**src/rtl/wb_sequencer_if.sv**
```systemverilog
// Write-back sequencer bus: execute capture, data-memory response, monitor
// arbitration and the register-file write port, bundled for wb_sequencer.
interface wb_sequencer_if;
    logic        stall;
    logic        cpu_stat_wb;
    logic [4:0]  rd_adr_ex;
    logic        rd_we_ex;
    logic        is_load_ex;
    logic [2:0]  funct3_ex;
    logic [1:0]  ld_adr_lo_ex;
    logic [31:0] alu_result_ex;
    logic        dmem_rvalid;
    logic [31:0] dmem_rdata;
    logic        rf_we_mon;
    logic        wb_run;
    logic        wb_done;
    logic [4:0]  rd_adr_wb;
    logic        wbk_rd_reg_wb;
    logic [31:0] wbk_data_wb;
    logic        ld_err;

    modport slave (
        input  stall, cpu_stat_wb, rd_adr_ex, rd_we_ex, is_load_ex, funct3_ex,
               ld_adr_lo_ex, alu_result_ex, dmem_rvalid, dmem_rdata, rf_we_mon,
        output wb_run, wb_done, rd_adr_wb, wbk_rd_reg_wb, wbk_data_wb, ld_err
    );

    modport master (
        output stall, cpu_stat_wb, rd_adr_ex, rd_we_ex, is_load_ex, funct3_ex,
               ld_adr_lo_ex, alu_result_ex, dmem_rvalid, dmem_rdata, rf_we_mon,
        input  wb_run, wb_done, rd_adr_wb, wbk_rd_reg_wb, wbk_data_wb, ld_err
    );
endinterface

```
**src/rtl/wb_sequencer.sv**
```systemverilog
// Write-back sequencer: captures an execute result or load response and issues
// one register-file write strobe. Optional load timeout via WB_LDTIMEOUT_EN.
module wb_sequencer #(
    parameter int LD_TIMEOUT = 255
) (
    input logic           clk,
    input logic           rst_n,
    wb_sequencer_if.slave bus
);
    typedef enum logic [1:0] {
        IDLE   = 2'd0,
        LDWAIT = 2'd1,
        WRITE  = 2'd2,
        DONE   = 2'd3
    } state_t;

    state_t      state_q, state_d;
    logic [4:0]  rd_q, rd_d;
    logic        rd_we_q, rd_we_d;
    logic [2:0]  funct3_q, funct3_d;
    logic [1:0]  adr_lo_q, adr_lo_d;
    logic [31:0] data_q, data_d;
    logic        start;
    logic [7:0]  ld_byte;
    logic [15:0] ld_half;
    logic [31:0] ld_fmt;
`ifdef WB_LDTIMEOUT_EN
    logic [7:0]  cnt_q, cnt_d;
    logic        ld_err_q, ld_err_d;
`endif

    assign start = bus.cpu_stat_wb & ~bus.stall & (state_q == IDLE);

    // Formatting uses the captured funct3/address, so it is valid for the whole LDWAIT.
    always_comb begin
        ld_byte = bus.dmem_rdata[{adr_lo_q, 3'b000} +: 8];
        ld_half = adr_lo_q[1] ? bus.dmem_rdata[31:16] : bus.dmem_rdata[15:0];
        case (funct3_q)
            3'b000:  ld_fmt = {{24{ld_byte[7]}}, ld_byte};
            3'b100:  ld_fmt = {24'd0, ld_byte};
            3'b001:  ld_fmt = {{16{ld_half[15]}}, ld_half};
            3'b101:  ld_fmt = {16'd0, ld_half};
            default: ld_fmt = bus.dmem_rdata;
        endcase
    end

    always_comb begin
        state_d  = state_q;
        rd_d     = rd_q;
        rd_we_d  = rd_we_q;
        funct3_d = funct3_q;
        adr_lo_d = adr_lo_q;
        data_d   = data_q;
`ifdef WB_LDTIMEOUT_EN
        cnt_d    = cnt_q;
        ld_err_d = ld_err_q;
`endif
        case (state_q)
            IDLE: begin
                if (start) begin
                    rd_d     = bus.rd_adr_ex;
                    rd_we_d  = bus.rd_we_ex;
                    funct3_d = bus.funct3_ex;
                    adr_lo_d = bus.ld_adr_lo_ex;
                    data_d   = bus.alu_result_ex;
                    state_d  = bus.is_load_ex ? LDWAIT : WRITE;
`ifdef WB_LDTIMEOUT_EN
                    cnt_d    = 8'd0;
                    ld_err_d = 1'b0;
`endif
                end
            end
            LDWAIT: begin
                if (bus.dmem_rvalid) begin
                    data_d  = ld_fmt;
                    state_d = WRITE;
                end
`ifdef WB_LDTIMEOUT_EN
                else if (cnt_q == 8'(LD_TIMEOUT)) begin
                    // Still write rd (with 0) so the core never stalls on a lost response.
                    data_d   = 32'd0;
                    ld_err_d = 1'b1;
                    state_d  = WRITE;
                end else begin
                    cnt_d = cnt_q + 8'd1;
                end
`endif
            end
            WRITE: begin
                if (!bus.rf_we_mon) state_d = DONE;
            end
            default: state_d = IDLE;
        endcase
    end

    always_ff @(posedge clk or negedge rst_n) begin
        if (!rst_n) begin
            state_q  <= IDLE;
            rd_q     <= 5'd0;
            rd_we_q  <= 1'b0;
            funct3_q <= 3'd0;
            adr_lo_q <= 2'd0;
            data_q   <= 32'd0;
`ifdef WB_LDTIMEOUT_EN
            cnt_q    <= 8'd0;
            ld_err_q <= 1'b0;
`endif
        end else begin
            state_q  <= state_d;
            rd_q     <= rd_d;
            rd_we_q  <= rd_we_d;
            funct3_q <= funct3_d;
            adr_lo_q <= adr_lo_d;
            data_q   <= data_d;
`ifdef WB_LDTIMEOUT_EN
            cnt_q    <= cnt_d;
            ld_err_q <= ld_err_d;
`endif
        end
    end

    assign bus.rd_adr_wb     = rd_q;
    assign bus.wbk_data_wb   = data_q;
    assign bus.wbk_rd_reg_wb = (state_q == WRITE) & ~bus.rf_we_mon & rd_we_q & (rd_q != 5'd0);
    assign bus.wb_done       = (state_q == DONE);
    assign bus.wb_run        = (state_q != IDLE) | start;
`ifdef WB_LDTIMEOUT_EN
    assign bus.ld_err        = ld_err_q;
`else
    assign bus.ld_err        = 1'b0;
`endif
endmodule

```
**src/flat_wrapper.sv**
```systemverilog
// flat-port wrapper written by rule: the top's interface ports become plain ports
module wb_sequencer_flat 
#(
    parameter int LD_TIMEOUT = 255
)
  (clk, rst_n, bus_stall, bus_cpu_stat_wb, bus_rd_adr_ex, bus_rd_we_ex, bus_is_load_ex, bus_funct3_ex, bus_ld_adr_lo_ex, bus_alu_result_ex, bus_dmem_rvalid, bus_dmem_rdata, bus_rf_we_mon, bus_wb_run, bus_wb_done, bus_rd_adr_wb, bus_wbk_rd_reg_wb, bus_wbk_data_wb, bus_ld_err);
  wb_sequencer_if bus_i ();
  input logic clk;
  input logic rst_n;
  input wire logic [$bits(bus_i.stall)-1:0] bus_stall;
  input wire logic [$bits(bus_i.cpu_stat_wb)-1:0] bus_cpu_stat_wb;
  input wire logic [$bits(bus_i.rd_adr_ex)-1:0] bus_rd_adr_ex;
  input wire logic [$bits(bus_i.rd_we_ex)-1:0] bus_rd_we_ex;
  input wire logic [$bits(bus_i.is_load_ex)-1:0] bus_is_load_ex;
  input wire logic [$bits(bus_i.funct3_ex)-1:0] bus_funct3_ex;
  input wire logic [$bits(bus_i.ld_adr_lo_ex)-1:0] bus_ld_adr_lo_ex;
  input wire logic [$bits(bus_i.alu_result_ex)-1:0] bus_alu_result_ex;
  input wire logic [$bits(bus_i.dmem_rvalid)-1:0] bus_dmem_rvalid;
  input wire logic [$bits(bus_i.dmem_rdata)-1:0] bus_dmem_rdata;
  input wire logic [$bits(bus_i.rf_we_mon)-1:0] bus_rf_we_mon;
  output wire logic [$bits(bus_i.wb_run)-1:0] bus_wb_run;
  output wire logic [$bits(bus_i.wb_done)-1:0] bus_wb_done;
  output wire logic [$bits(bus_i.rd_adr_wb)-1:0] bus_rd_adr_wb;
  output wire logic [$bits(bus_i.wbk_rd_reg_wb)-1:0] bus_wbk_rd_reg_wb;
  output wire logic [$bits(bus_i.wbk_data_wb)-1:0] bus_wbk_data_wb;
  output wire logic [$bits(bus_i.ld_err)-1:0] bus_ld_err;
  assign bus_i.stall = bus_stall;
  assign bus_i.cpu_stat_wb = bus_cpu_stat_wb;
  assign bus_i.rd_adr_ex = bus_rd_adr_ex;
  assign bus_i.rd_we_ex = bus_rd_we_ex;
  assign bus_i.is_load_ex = bus_is_load_ex;
  assign bus_i.funct3_ex = bus_funct3_ex;
  assign bus_i.ld_adr_lo_ex = bus_ld_adr_lo_ex;
  assign bus_i.alu_result_ex = bus_alu_result_ex;
  assign bus_i.dmem_rvalid = bus_dmem_rvalid;
  assign bus_i.dmem_rdata = bus_dmem_rdata;
  assign bus_i.rf_we_mon = bus_rf_we_mon;
  assign bus_wb_run = bus_i.wb_run;
  assign bus_wb_done = bus_i.wb_done;
  assign bus_rd_adr_wb = bus_i.rd_adr_wb;
  assign bus_wbk_rd_reg_wb = bus_i.wbk_rd_reg_wb;
  assign bus_wbk_data_wb = bus_i.wbk_data_wb;
  assign bus_ld_err = bus_i.ld_err;
  wb_sequencer #(.LD_TIMEOUT(LD_TIMEOUT)) u_core (.clk(clk), .rst_n(rst_n), .bus(bus_i));
endmodule
```
**config.mk**
```make
export PLATFORM = sky130hd
export DESIGN_NAME = wb_sequencer_flat
export DESIGN_NICKNAME = d
export VERILOG_FILES = /design/src/rtl/wb_sequencer_if.sv /design/src/rtl/wb_sequencer.sv /design/src/flat_wrapper.sv
export SDC_FILE = /design/constraint.sdc
export NUM_CORES = 1
export LEC_CHECK = 0
export CAP_MARGIN = 30
export CORE_MARGIN = 2
export CORE_UTILIZATION = 43
export DETAILED_ROUTE_END_ITERATION = 10
export PLACE_DENSITY = 0.84
export SKIP_CTS_REPAIR_TIMING = 1
export SYNTH_ARGS = -nofsm -noshare
export SYNTH_HDL_FRONTEND = slang
export SYNTH_SLANG_ARGS = --single-unit
```
**constraint.sdc**
```tcl
create_clock -name clk -period 2.59 [get_ports clk]
set_clock_uncertainty 0.15 [all_clocks]
set_input_delay 0.518 -clock clk [delete_from_list [all_inputs] [get_ports clk]]
set_output_delay 0.518 -clock clk [all_outputs]
set_load 0.03 [all_outputs]
```
==> summary.md <==
| Metric | Value |
|---|---|
| Status | `finished clean` |
| Clock power frac | `0.107` |
| Post-Syn Instances | `305` |
| Area after DPL | `0.00414 mm²` |
| Power density over the cells | `1230 mW/mm²` |
| Unrepaired setup endpoints after global routing | `false` |
| Synthesized area per cell | `9.20 µm²` |
| Switching part of the total | `0.463` |
| Fill count | `515` |
| Initial antenna violation count | `0` |
| ANT cells | `0` |
| Area Overhead vs Synth | `52.0%` |
| Worst-skew pair later-pin latency | `0.29 ns` |
| CTS clock-pin slew for the worst setup and hold paths | `0.08 ns` |
| Hold Vio Cnt, Final | `0` |
| Clk root buf | `clkbuf_8` |
| DIE WIDTH | `84.8 µm` |
| Crit-path max FO | `16` |
| Mapped Area | `0.00281 mm²` |
| CORE AREA | `0.00631 mm²` |
| YS warnings | `0` |
| Iter 0 DRT Violations | `213` |
| Combinational Power Share | `0.643` |
| DP Wirelength | `6380 µm` |
| Number of CTS-inserted buffers | `5` |
| Reg2reg start | `u_core.state_q[1]` |
| First-pass GRT wire length | `14000 µm` |
| CP Cell Sequence | `inv_1 -> ha_2 -> inv_1 -> o211ai_1 -> a31oi_4 -> buf_12 -> a211oi_1` |
| DR DRC count | `0` |
| FMAX | `427 MHz` |
| #FFs+latches synth | `45` |
| CP Capture Type | `flop` |
| Die Ht | `84.8 µm` |
| Crit path top cell by count | `inv_1` |
| Htree depth | `2` |
| Initial Utilization | `0.444` |
| CP max stage cell | `o211ai_1` |
| GRT Total Usage | `0.243` |
| Largest net degree at the start of global routing | `46` |
| Syn Nets | `392` |
| Vias/cell | `5.79` |
| Sequential Power Share | `0.250` |
| TritonCTS clock tree | `yes` |
| Fin crit period | `2.34 ns` |
| Antenna viol nets, final | `0` |
| Yosys cell types | `39` |
| Rel. slew slack | `0.485` |
| MaxCap Viol Count | `0` |
| Register-to-Register Path Depth | `7` |
| Sink Count | `45` |
| Max-slew violation count | `0` |
| Final instance area | `0.00426 mm²` |
| WP data required | `2.64 ns` |
| Slowest stage delay, CP | `0.64 ns` |
| Overflow after GRT | `0` |
| Die area | `0.00719 mm²` |
| Final worst path period share | `0.905` |
| Worst Tran Pin Value | `0.770 ns` |
| IO Pins | `123` |
| Type of origin of the critical path | `flop` |
| DR WL/cell | `17.6 µm` |
| Post-layout util | `0.675` |
| CTS max path bufs | `2` |
| Sw Pwr | `2430 µW` |
| Crit Path Class | `reg -> reg` |
| Gpl congestion | `0.901` |
| Leak pwr | `0.00169 µW` |
| R2r endpoint | `u_core.bus.wbk_data_wb[19]` |
| Vias in the first global route | `2837` |
| Vias after detailed routing | `2893` |
| Total Wirelength | `8790 µm` |
| IO buf count | `121` |
| Crit path DAT | `2.39 ns` |
| # nets final | `509` |
| HP Class | `in -> async` |
| VDD IR max | `0.666 mV` |
| Final setup viols | `0` |
| Share of cells above drive strength 1 | `0.0969` |
| DR pass1 iterations | `4` |
| Power Internal | `2810 µW` |
| Post-synthesis sequential area ratio | `0.401` |
| Cell Rows | `29` |
| R2R setup slack | `0.25 ns` |
[through the flow]
step | instances | total power, µW | TNS (ns) | hold WS [ns] | setup WS [ns]
2_1_floorplan | 305 | 3410 | 0 | 0.0724 | 0.449
4_1_cts | 500 | 5250 | -0.136 | 0.175 | -0.101
3_5_place_dp | 492 | 4670 | 0 | 0.336 | 0.0331
6_report | 500 | 5250 | 0 | 0.156 | 0.247
5_1_grt | 500 | 5580 | 0 | 0.183 | 0.00726
3_3_place_gp | 492 | 4580 | 0 | 0.313 | 0.0721
[flip-flops by register name, summed over array words and instances, names as in the netlist]
register and cells:
u_core.bus.wbk_data_wb 32, u_core.rd_we_q 1, u_core.state_q 2, u_core.adr_lo_q 2, u_core.bus.rd_adr_wb 5, u_core.funct3_q 3
[cell families (layout without fill, tap and decap cells)]
kind of cell	count (synthesis)	in the layout	synth area share
flops	45	45	0.401
compound gates	79	79	0.209
fa+ha+maj	5	5	0.0223
simple gates	119	119	0.223
buf+inv	34	152	0.0540
other cells	1	1	0.00134
mux	22	22	0.0892
[worst max-delay path by stage]
stage,from,slack (ns),cells after the start,endpoint
floorplan,u_core.state_q[1],0.45,9,u_core.bus.wbk_data_wb[13]
global placement,bus_cpu_stat_wb,0.07,6,u_core.bus.wbk_data_wb[9]
detailed placement,bus_dmem_rdata[31],0.03,5,u_core.bus.wbk_data_wb[10]
CTS,u_core.state_q[0],-0.10,5,bus_wbk_rd_reg_wb
global route,u_core.state_q[1],0.007,6,u_core.bus.wbk_data_wb[9]
finish,u_core.state_q[1],0.25,7,u_core.bus.wbk_data_wb[19]
[Yosys cell counts]
library cell	number	area, µm²
nand3b_1	7	52.6
mux4_2	1	22.5
o211ai_1	1	7.51
buf_2	4	20.0
nor2_1	21	78.8
a211o_1	8	70.1
o22a_1	7	61.3
o2bb2ai_1	1	8.76
a2111oi_0	7	61.3
a31oi_4	1	21.3
nand4b_1	2	17.5
nand3_1	1	5.00
ha_1	5	62.6
o31ai_1	9	67.6
a21boi_0	2	15.0
a211oi_1	17	128
o221ai_1	1	8.76
buf_6	2	22.5
nand4_1	1	6.26
clkbuf_1	17	63.8
a221oi_1	1	8.76
o22ai_1	1	6.26
a21oi_1	18	90.1
o21ai_1	1	5.00
dfrtp_1	45	1130
conb_1	1	3.75
nor3_1	32	160
nand2_1	24	90.1
and4_1	6	52.6
nand2b_1	3	18.8
o2111ai_1	1	8.76
o311ai_0	1	8.76
buf_4	1	7.51
nor2b_1	18	113
and2b_1	4	30.0
o21ai_0	2	10.0
inv_1	10	37.5
mux2i_1	7	70.1
mux2_2	14	158
[layout by cell type (no fill, tap or decap), types with 2 or more instances in the layout]
master             n
and2b_1            4
a211o_1            8
o22a_1             7
nor2b_1           18
buf_12             3
a21oi_1           18
nand2_1           24
buf_4             10
a2111oi_0          7
mux2i_1            7
ha_1               4
nand2b_1           3
and4_1             6
mux2_2            14
nand3b_1           7
o21ai_0            2
nor2_1            21
nor3_1            32
clkbuf_8           6
clkdlybuf4s50_1  118
inv_1             10
dfrtp_1           45
dlymetal6s2s_1     2
nand4b_1           2
a211oi_1          17
o31ai_1            9
[final cells by class]
type,count,area (µm²),area share
tap,77,96.3,0.0226
sequential,45,1130,0.264
clock buffer,6,82.6,0.0194
multi-input combinational,226,1540,0.361
timing repair buffer,134,1350,0.316
clock inverter,2,37.5,0.00880
inverter,10,37.5,0.00880
[routing by layer]
layer	routed length [µm]	GRT usage	vias to the layer above
li1	-	-	1359
met1	3650	0.337	1393
met2	4440	0.401	127
met3	555	0.0413	14
met4	138	0.0577	0
met5	0	0	-
[power groups by stage]
stage	sequential (µW)	clock, µW	combinational, µW
final	1310	562	3370
after floorplan	1810	0	1590
after global placement	1300	0	3280
after CTS	1310	572	3370
after detailed placement	1320	0	3360
after global routing	1360	602	3620
[worst max-delay path: cells and delay by family, from the launching register on]
| family | cells | cell delay, ns |
|---|---|---|
| flip-flops | 1 | 0.46 |
| AO/OA/AOI/OAI | 3 | 0.92 |
| buffers and inverters | 3 | 0.39 |
| adder cells (fa/ha/maj) | 1 | 0.31 |
Note: power is estimated with default switching activity, not from simulation.
